==> src/rtl/alien_object_manager.sv <==
// Alien slot manager: spawns, advances, animates and removes aliens in a sorted slot array.
// Optional saturating hit counter output enabled by defining ALIEN_MGR_KILL_COUNT_EN.

package alien_pkg;

    typedef struct packed {
        logic       _active;
        logic [3:0] _r;
        logic [1:0] _quadrant;
        logic [1:0] _type;
        logic [1:0] _frame_num;
    } AlienData;

endpackage

module alien_object_manager
    import alien_pkg::*;
#(
    parameter int OBJ_LIMIT = 8,
    parameter int R_MAX     = 15,
    parameter int FRAME_DIV = 4,
    localparam int CW = $clog2(OBJ_LIMIT + 1)
) (
    input  logic          clk_25MHz,
    input  logic          rst_n,
    input  logic          game_tick,
    input  logic          spawn_valid,
    output logic          spawn_ready,
    input  logic [1:0]    spawn_quadrant,
    input  logic [1:0]    spawn_type,
    input  logic          kill_valid,
    output logic          kill_ready,
    input  logic [1:0]    kill_quadrant,
    output logic          kill_hit,
    output logic          kill_miss,
    output logic          player_hit,
    output logic [1:0]    hit_quadrant,
    output logic [CW-1:0] alien_count,
`ifdef ALIEN_MGR_KILL_COUNT_EN
    output logic [7:0]    kill_count,
`endif
    output AlienData      obj_data [OBJ_LIMIT]
);

    localparam int IW = (OBJ_LIMIT > 1) ? $clog2(OBJ_LIMIT) : 1;
    localparam int DW = (FRAME_DIV > 1) ? $clog2(FRAME_DIV) : 1;

    AlienData      slots_q [OBJ_LIMIT];
    AlienData      slots_d [OBJ_LIMIT];
    logic [CW-1:0] count_q, count_d;
    logic [DW-1:0] div_q, div_d;
    logic          khit_q, khit_d;
    logic          kmiss_q, kmiss_d;
    logic          phit_q, phit_d;
    logic [1:0]    hq_q, hq_d;

    logic          top_at_rmax;
    logic          kfound;
    logic [IW-1:0] kidx;
    logic          do_tick, do_kill, do_spawn;
    logic          div_wrap;

    // Slots are sorted with unique _r, so any active slot at R_MAX is the last one.
    always_comb begin
        top_at_rmax = 1'b0;
        for (int i = 0; i < OBJ_LIMIT; i++) begin
            if (slots_q[i]._active && slots_q[i]._r == 4'(R_MAX))
                top_at_rmax = 1'b1;
        end
    end

    always_comb begin
        kfound = 1'b0;
        kidx   = '0;
        for (int i = 0; i < OBJ_LIMIT; i++) begin
            if (!kfound && slots_q[i]._active &&
                slots_q[i]._quadrant == kill_quadrant) begin
                kfound = 1'b1;
                kidx   = IW'(i);
            end
        end
    end

    assign kill_ready  = !game_tick;
    assign spawn_ready = !game_tick && !kill_valid &&
                         (count_q < CW'(OBJ_LIMIT)) && !top_at_rmax;

    assign do_tick  = game_tick;
    assign do_kill  = kill_valid && kill_ready;
    assign do_spawn = spawn_valid && spawn_ready;
    assign div_wrap = (div_q == DW'(FRAME_DIV - 1));

    always_comb begin
        slots_d = slots_q;
        count_d = count_q;
        div_d   = div_q;
        khit_d  = 1'b0;
        kmiss_d = 1'b0;
        phit_d  = 1'b0;
        hq_d    = hq_q;
        unique case (1'b1)
            do_tick: begin
                if (slots_q[0]._active && slots_q[0]._r == 4'd0) begin
                    for (int i = 0; i < OBJ_LIMIT - 1; i++)
                        slots_d[i] = slots_q[i+1];
                    slots_d[OBJ_LIMIT-1] = '0;
                    count_d = count_q - CW'(1);
                    phit_d  = 1'b1;
                    hq_d    = slots_q[0]._quadrant;
                end
                for (int i = 0; i < OBJ_LIMIT; i++) begin
                    if (slots_d[i]._active) begin
                        slots_d[i]._r = slots_d[i]._r - 4'd1;
                        if (div_wrap)
                            slots_d[i]._frame_num = slots_d[i]._frame_num + 2'd1;
                    end
                end
                div_d = div_wrap ? '0 : div_q + DW'(1);
            end
            do_kill: begin
                if (kfound) begin
                    for (int i = 0; i < OBJ_LIMIT - 1; i++) begin
                        if (i >= int'(kidx))
                            slots_d[i] = slots_q[i+1];
                    end
                    slots_d[OBJ_LIMIT-1] = '0;
                    count_d = count_q - CW'(1);
                    khit_d  = 1'b1;
                    hq_d    = kill_quadrant;
                end else begin
                    kmiss_d = 1'b1;
                end
            end
            do_spawn: begin
                for (int i = 0; i < OBJ_LIMIT; i++) begin
                    if (CW'(i) == count_q) begin
                        slots_d[i]._active    = 1'b1;
                        slots_d[i]._r         = 4'(R_MAX);
                        slots_d[i]._quadrant  = spawn_quadrant;
                        slots_d[i]._type      = spawn_type;
                        slots_d[i]._frame_num = 2'd0;
                    end
                end
                count_d = count_q + CW'(1);
            end
            default: ;
        endcase
    end

    always_ff @(posedge clk_25MHz) begin
        if (!rst_n) begin
            for (int i = 0; i < OBJ_LIMIT; i++)
                slots_q[i] <= '0;
            count_q <= '0;
            div_q   <= '0;
            khit_q  <= 1'b0;
            kmiss_q <= 1'b0;
            phit_q  <= 1'b0;
            hq_q    <= 2'd0;
        end else begin
            slots_q <= slots_d;
            count_q <= count_d;
            div_q   <= div_d;
            khit_q  <= khit_d;
            kmiss_q <= kmiss_d;
            phit_q  <= phit_d;
            hq_q    <= hq_d;
        end
    end

`ifdef ALIEN_MGR_KILL_COUNT_EN
    logic [7:0] kc_q, kc_d;

    assign kc_d = (khit_d && kc_q != 8'hFF) ? kc_q + 8'd1 : kc_q;

    always_ff @(posedge clk_25MHz) begin
        if (!rst_n)
            kc_q <= 8'd0;
        else
            kc_q <= kc_d;
    end

    assign kill_count = kc_q;
`endif

    assign obj_data     = slots_q;
    assign alien_count  = count_q;
    assign kill_hit     = khit_q;
    assign kill_miss    = kmiss_q;
    assign player_hit   = phit_q;
    assign hit_quadrant = hq_q;

endmodule
==> config.mk <==
export PLATFORM = sky130hd
export DESIGN_NAME = alien_object_manager
export DESIGN_NICKNAME = d
export VERILOG_FILES = /design/src/rtl/alien_object_manager.sv
export SDC_FILE = /design/constraint.sdc
export NUM_CORES = 1
export LEC_CHECK = 0
export BUFFER_PORTS_ARGS = -buffer_cell sky130_fd_sc_hd__clkbuf_2
export CORE_ASPECT_RATIO = 0.7
export CORE_MARGIN = 2
export CORE_UTILIZATION = 40
export DETAILED_ROUTE_END_ITERATION = 16
export PLACE_DENSITY = 0.61
export SYNTH_ARGS = -nofsm -noshare
export SYNTH_HDL_FRONTEND = slang
export SYNTH_SLANG_ARGS = --single-unit
==> constraint.sdc <==
create_clock -name clk_25MHz -period 3.6 [get_ports clk_25MHz]
set_input_delay 0.72 -clock clk_25MHz [delete_from_list [all_inputs] [get_ports clk_25MHz]]
set_output_delay 0.72 -clock clk_25MHz [all_outputs]
set_load 0.02 [all_outputs]
==> results of run 1 <==
metal layers:
metal | vias to the layer above | global-route usage
li1 | 3409 | -
met1 | 3366 | 0.380
met2 | 286 | 0.355
met3 | 21 | 0.0573
met4 | 0 | 0.0600
met5 | - | 0
how the worst min path moves through the flow:
stage                               start              end  slack [ns]  cells past startpoint
after floorplan                  div_q[1]         div_q[1]        0.46                      2
after global placement       obj_data[78]     obj_data[78]        0.48                      2
after detailed placement     obj_data[78]     obj_data[78]        0.48                      2
after CTS                    obj_data[78]     obj_data[78]        0.49                      2
after global routing      hit_quadrant[0]  hit_quadrant[0]        0.54                      2
final                        obj_data[78]     obj_data[78]        0.49                      2
layout make-up:
class | instances | area (um^2) | area share
multi-input combinational | 671 | 4360 | 0.560
sequential | 99 | 1980 | 0.255
inverter | 18 | 67.6 | 0.00868
clock buffer | 10 | 239 | 0.0307
tap | 225 | 282 | 0.0362
timing repair buffer | 142 | 806 | 0.104
clock inverter | 6 | 48.8 | 0.00627
power breakdown:
group,internal (mW),total (mW),switching [mW]
Clock,0.495,0.964,0.469
Sequential,1.22,1.46,0.234
Combinational,0.529,1.35,0.825
Total,2.25,3.78,1.53
kinds of logic after synthesis:
group,Yosys count,share of synthesized area
XOR/XNOR,31,0.0402
adder cells (fa/ha/maj),13,0.0241
multiplexers,40,0.0617
AO/OA/AOI/OAI,315,0.314
AND/OR/NAND/NOR,272,0.205
flip-flops,99,0.294
buffers and inverters,90,0.0617
state kept, by name (all words and copies together), names as in the netlist:
register      count
alien_count       4
div_q             2
hit_quadrant      2
kill_hit          1
kill_miss         1
obj_data         88
player_hit        1
worst max-delay path: stages (launching register included):
cell      delay, ns
dfxtp_1        0.41
nor4_4         0.61
and2_4         0.58
nand2_1        0.20
o211ai_1       0.51
buf_4          0.30
a21oi_1        0.08
a211oi_1       0.24
synth_stat cells (5+ instances only):
cell type / n
nand3_1: 35
a211oi_1: 18
a21oi_1: 115
o221a_2: 10
dfxtp_1: 99
a2111oi_0: 10
xnor2_1: 27
a32oi_1: 5
ha_1: 13
and2_1: 11
buf_4: 7
a221oi_1: 6
nor2_1: 69
a31oi_1: 11
a311oi_1: 20
buf_2: 16
and3_1: 11
a32o_1: 9
nand2_1: 63
mux2_2: 7
nor3_1: 30
mux2i_1: 31
clkbuf_1: 41
o22ai_1: 10
nand2b_1: 5
o211ai_1: 14
nand4_1: 11
nor2b_1: 6
o21ai_0: 47
inv_1: 18
==> results.yml, run 1 <==
synth:
  avgSynthCellArea_um2: 7.85
  ys.flop_type: "dfxtp_1"
  synth_area_leaders: "dfxtp_1 (29%), a21oi_1 (8.5%), mux2i_1 (4.6%)"
  ys_seq_elements: 99
  synth_area_um2: 6750
  synth.top_cell.area_share: 0.294
  ys_warn_count: 0
  async_flop_share: 0
  ys_types: 75
  synth_cells: 860
  synth-edff-count: 0
  ys_seq_area_frac: 0.294
  syn-num-nets: 884
  synth_largest_area_cell: "dfxtp_1"
die:
  pin_count: 110
  die_x_um: 159
  dieArea_um2: 17900
  core_um2: 16400
  rows: 39
  start_util: 0.412
  die_h_um: 113
layout:
  final_common_cell: "a21oi_1"
  final_layout_size_suffix_gt1_frac: 0.216
  mostFrequentLayoutCells: "a21oi_1 (115), clkbuf_2 (109), dfxtp_1 (99), nor2_1 (69), nand2_1 (62)"
  syn2layout_area_growth_pct: 15.4
  fillers: 1677
  fin_util: 0.475
  nNetsFinal: 965
  antennaDiodeCount: 0
  post_layout_nonfiller_instances: 1171
  final_cell_area_um2: 7780
grt:
  track_usage: 0.251
  antenna_found_initial: 0
  grt_pass1_wl_um: 35900
  grt_max_degree: 48
  grt_pass1_vias: 6184
  overflow: 0
sta:
  fin_crit_ns: 3.02
  worst_pin_slew_ns: 1.03
  whs_ns: 0.488
  period_share: 0.839
  max_freq_ghz: 0.331
  finalClockSkew_ns: 0.00998
  slew_violations: 0
  fin_ws_ns: 0.581
  setup_tns_ns: 0
  slew-limit-headroom: 0.313
  setup_viol: 0
  rsz0062_at_grt: "false"
  finalHoldViolCount: 0
critical_path:
  r2r-start: "obj_data[83]"
  crit_type: "register to register"
  endpoint: "obj_data[37]"
  rrSetupSlack_ns: 0.58
  worstSetupStartpointType: "register"
  rr_worst_depth: 7
  end_kind: "register"
  critPathMaxFanout: 35
  critPathLaunch: "obj_data[83]"
  crit_required_ns: 3.87
  reg2reg_to: "obj_data[37]"
  cp.arrival_ns: 3.29
outcome:
  status: "completed"
pwr:
  peakVddDrop_v: 0.000227
  power.density_nw_per_um2: 485
  cellLeakagePower_nw: 3.12
  power_mw: 3.78
run:
  maxCapViolations: 0
cts:
  cts_buffers: 9
  insertion_delay_ns: 0.35
  h-tree-depth: 3
  cts_hold_buf: 0
  clock_sinks: 99
  post_cts_resize_count: 0
  clockBufferDepth: 2
  cts-root-buf: "clkbuf_16"
  clk_pin_slew_ns: 0.07
  cts_tree: "yes"
  cts_setup_buffers: 0
place:
  dp_hpwl_um: 16600
  postPlaceCellArea_um2: 7500
  port_buffers: 109
  place_inst: 1155
  gp_congestion: 0.946
  place_ws_ns: 0.427
route:
  totalWireLength_um: 23000
  top_layer_used: "met4"
  wl_met1_um: 11400
  via_per_inst: 6.05
  drc: 0
  drt-initial-drc-count: 749
  drt_pass1_iterations: 5
  via_count: 7082
  wl_per_cell_um: 19.6
  wl_met3_um: 1790
  wl_met2_um: 9510
  ant_nets: 0
hold_path:
  hold_path_class: "register to register"
(Power assumes the default switching activity.)
==> run 2, diff against run 1 <==
Settings changed: PLACE_DENSITY 0.61 to 0.63.
Clock period 3.6 ns to 2.6 ns, I/O delays scaled along.
==> results.yml, run 2 (same netlist as run 1, synthesis figures left out) <==
cts:
  cts_buffers: 9
  insertion_delay_ns: 0.35
  cts_hold_buf: 0
  clock_sinks: 99
  cts_setup_buffers: 0
  h-tree-depth: 3
  post_cts_resize_count: 0
  cts-root-buf: "clkbuf_16"
  cts_tree: "yes"
  clockBufferDepth: 2
  clk_pin_slew_ns: 0.07
layout:
  final_common_cell: "a21oi_1"
  nNetsFinal: 1038
  fin_util: 0.515
  antennaDiodeCount: 0
  seq_area_um2: 1990
  mostFrequentLayoutCells: "a21oi_1 (115), clkbuf_2 (109), buf_4 (99), dfxtp_1 (95), nor2_1 (69)"
  final_cell_area_um2: 8440
  final_layout_size_suffix_gt1_frac: 0.278
  fillers: 1611
  largest_register_ffs: 88
  syn2layout_area_growth_pct: 25.1
  multiInputGateArea_um2: 4390
  post_layout_nonfiller_instances: 1243
grt:
  track_usage: 0.264
  antenna_found_initial: 0
  overflow: 0
  grt_pass1_wl_um: 38000
  grt_max_degree: 51
  grt_pass1_vias: 6588
sta:
  setup_tns_ns: 0
  max_freq_ghz: 0.410
  finalClockSkew_ns: 0.00655
  worst_pin_slew_ns: 0.685
  period_share: 0.938
  whs_ns: 0.397
  rsz0062_at_grt: "false"
  setup_viol: 0
  slew_violations: 0
  fin_crit_ns: 2.44
  finalHoldViolCount: 0
  slew-limit-headroom: 0.537
hold_path:
  hold_path_class: "input port to register"
  min_path_cells: 2
  min-delay-start: "spawn_type[0]"
  holdPathEnd: "obj_data[2]"
run:
  maxCapViolations: 0
critical_path:
  rr_worst_depth: 9
  end_kind: "output port"
  reg2reg_to: "obj_data[20]"
  worstSetupStartpointType: "register"
  critPathMaxFanout: 4
  cp.arrival_ns: 1.92
  rrSetupSlack_ns: 0.17
  crit_required_ns: 2.08
  crit_type: "register to output port"
  r2r-start: "obj_data[86]"
die:
  die_x_um: 159
  pin_count: 110
  start_util: 0.412
  dieArea_um2: 17900
  core_um2: 16400
  die_h_um: 113
  rows: 39
route:
  drc: 0
  wl_per_cell_um: 19.3
  ant_nets: 0
  drt_pass1_iterations: 6
  via_count: 7438
  drt-initial-drc-count: 836
  via_per_inst: 5.98
  totalWireLength_um: 24000
place:
  port_buffers: 109
  postPlaceCellArea_um2: 8130
  dp_hpwl_um: 17300
  place_inst: 1228
  gp_congestion: 0.925
pwr:
  power.density_nw_per_um2: 649
  peakVddDrop_v: 0.000308
  cellLeakagePower_nw: 3.54
outcome:
  status: "completed"
## run 2: worst max-delay path by stage
stage	start	end	depth (start not counted)
2_1_floorplan	obj_data[86]	obj_data[40]	11
3_3_place_gp	kill_quadrant[0]	obj_data[69]	8
3_5_place_dp	kill_quadrant[0]	obj_data[69]	8
4_1_cts	obj_data[86]	obj_data[20]	9
5_1_grt	obj_data[86]	obj_data[20]	9
6_report	obj_data[76]	spawn_ready	7
## run 2: stage by stage
stage,worst slack (ns),total power [mW]
after floorplan,0.0173,3.31
after global placement,-0.0190,4.09
after detailed placement,-0.0486,4.11
after CTS,0.153,5.44
after global routing,0.00809,5.77
final,0.162,5.48
## run 2: where the power goes
part	switching (mW)	total, mW	internal, mW
Clock	0.612	1.35	0.736
Sequential	0.188	1.88	1.70
Combinational	1.32	2.25	0.921
Total	2.12	5.48	3.35
## run 2: routing by layer
layer | part of all wire | track usage
met1 | 0.50 | 0.416
met5 | 0 | 0
met3 | 0.087 | 0.0510
met4 | 0.0096 | 0.0442
met2 | 0.41 | 0.369
## run 2: cell type report
cell class                      count  area share
Sequential cell                    99       0.236
Inverter                           18     0.00800
Tap cell                          225      0.0333
Clock buffer                        9      0.0267
Clock inverter                      6     0.00667
Multi-Input combinational cell    671       0.520
Timing Repair Buffer              215       0.169
## run 2: worst max-delay path, cell delays in order, from the launching register on
cell and delay, ns:
dfxtp_1 0.34, nand4_1 0.10, nor2_1 0.09, a31oi_1 0.36, buf_4 0.22, nand2_1 0.05
nor2_1 0.20, clkbuf_2 0.21
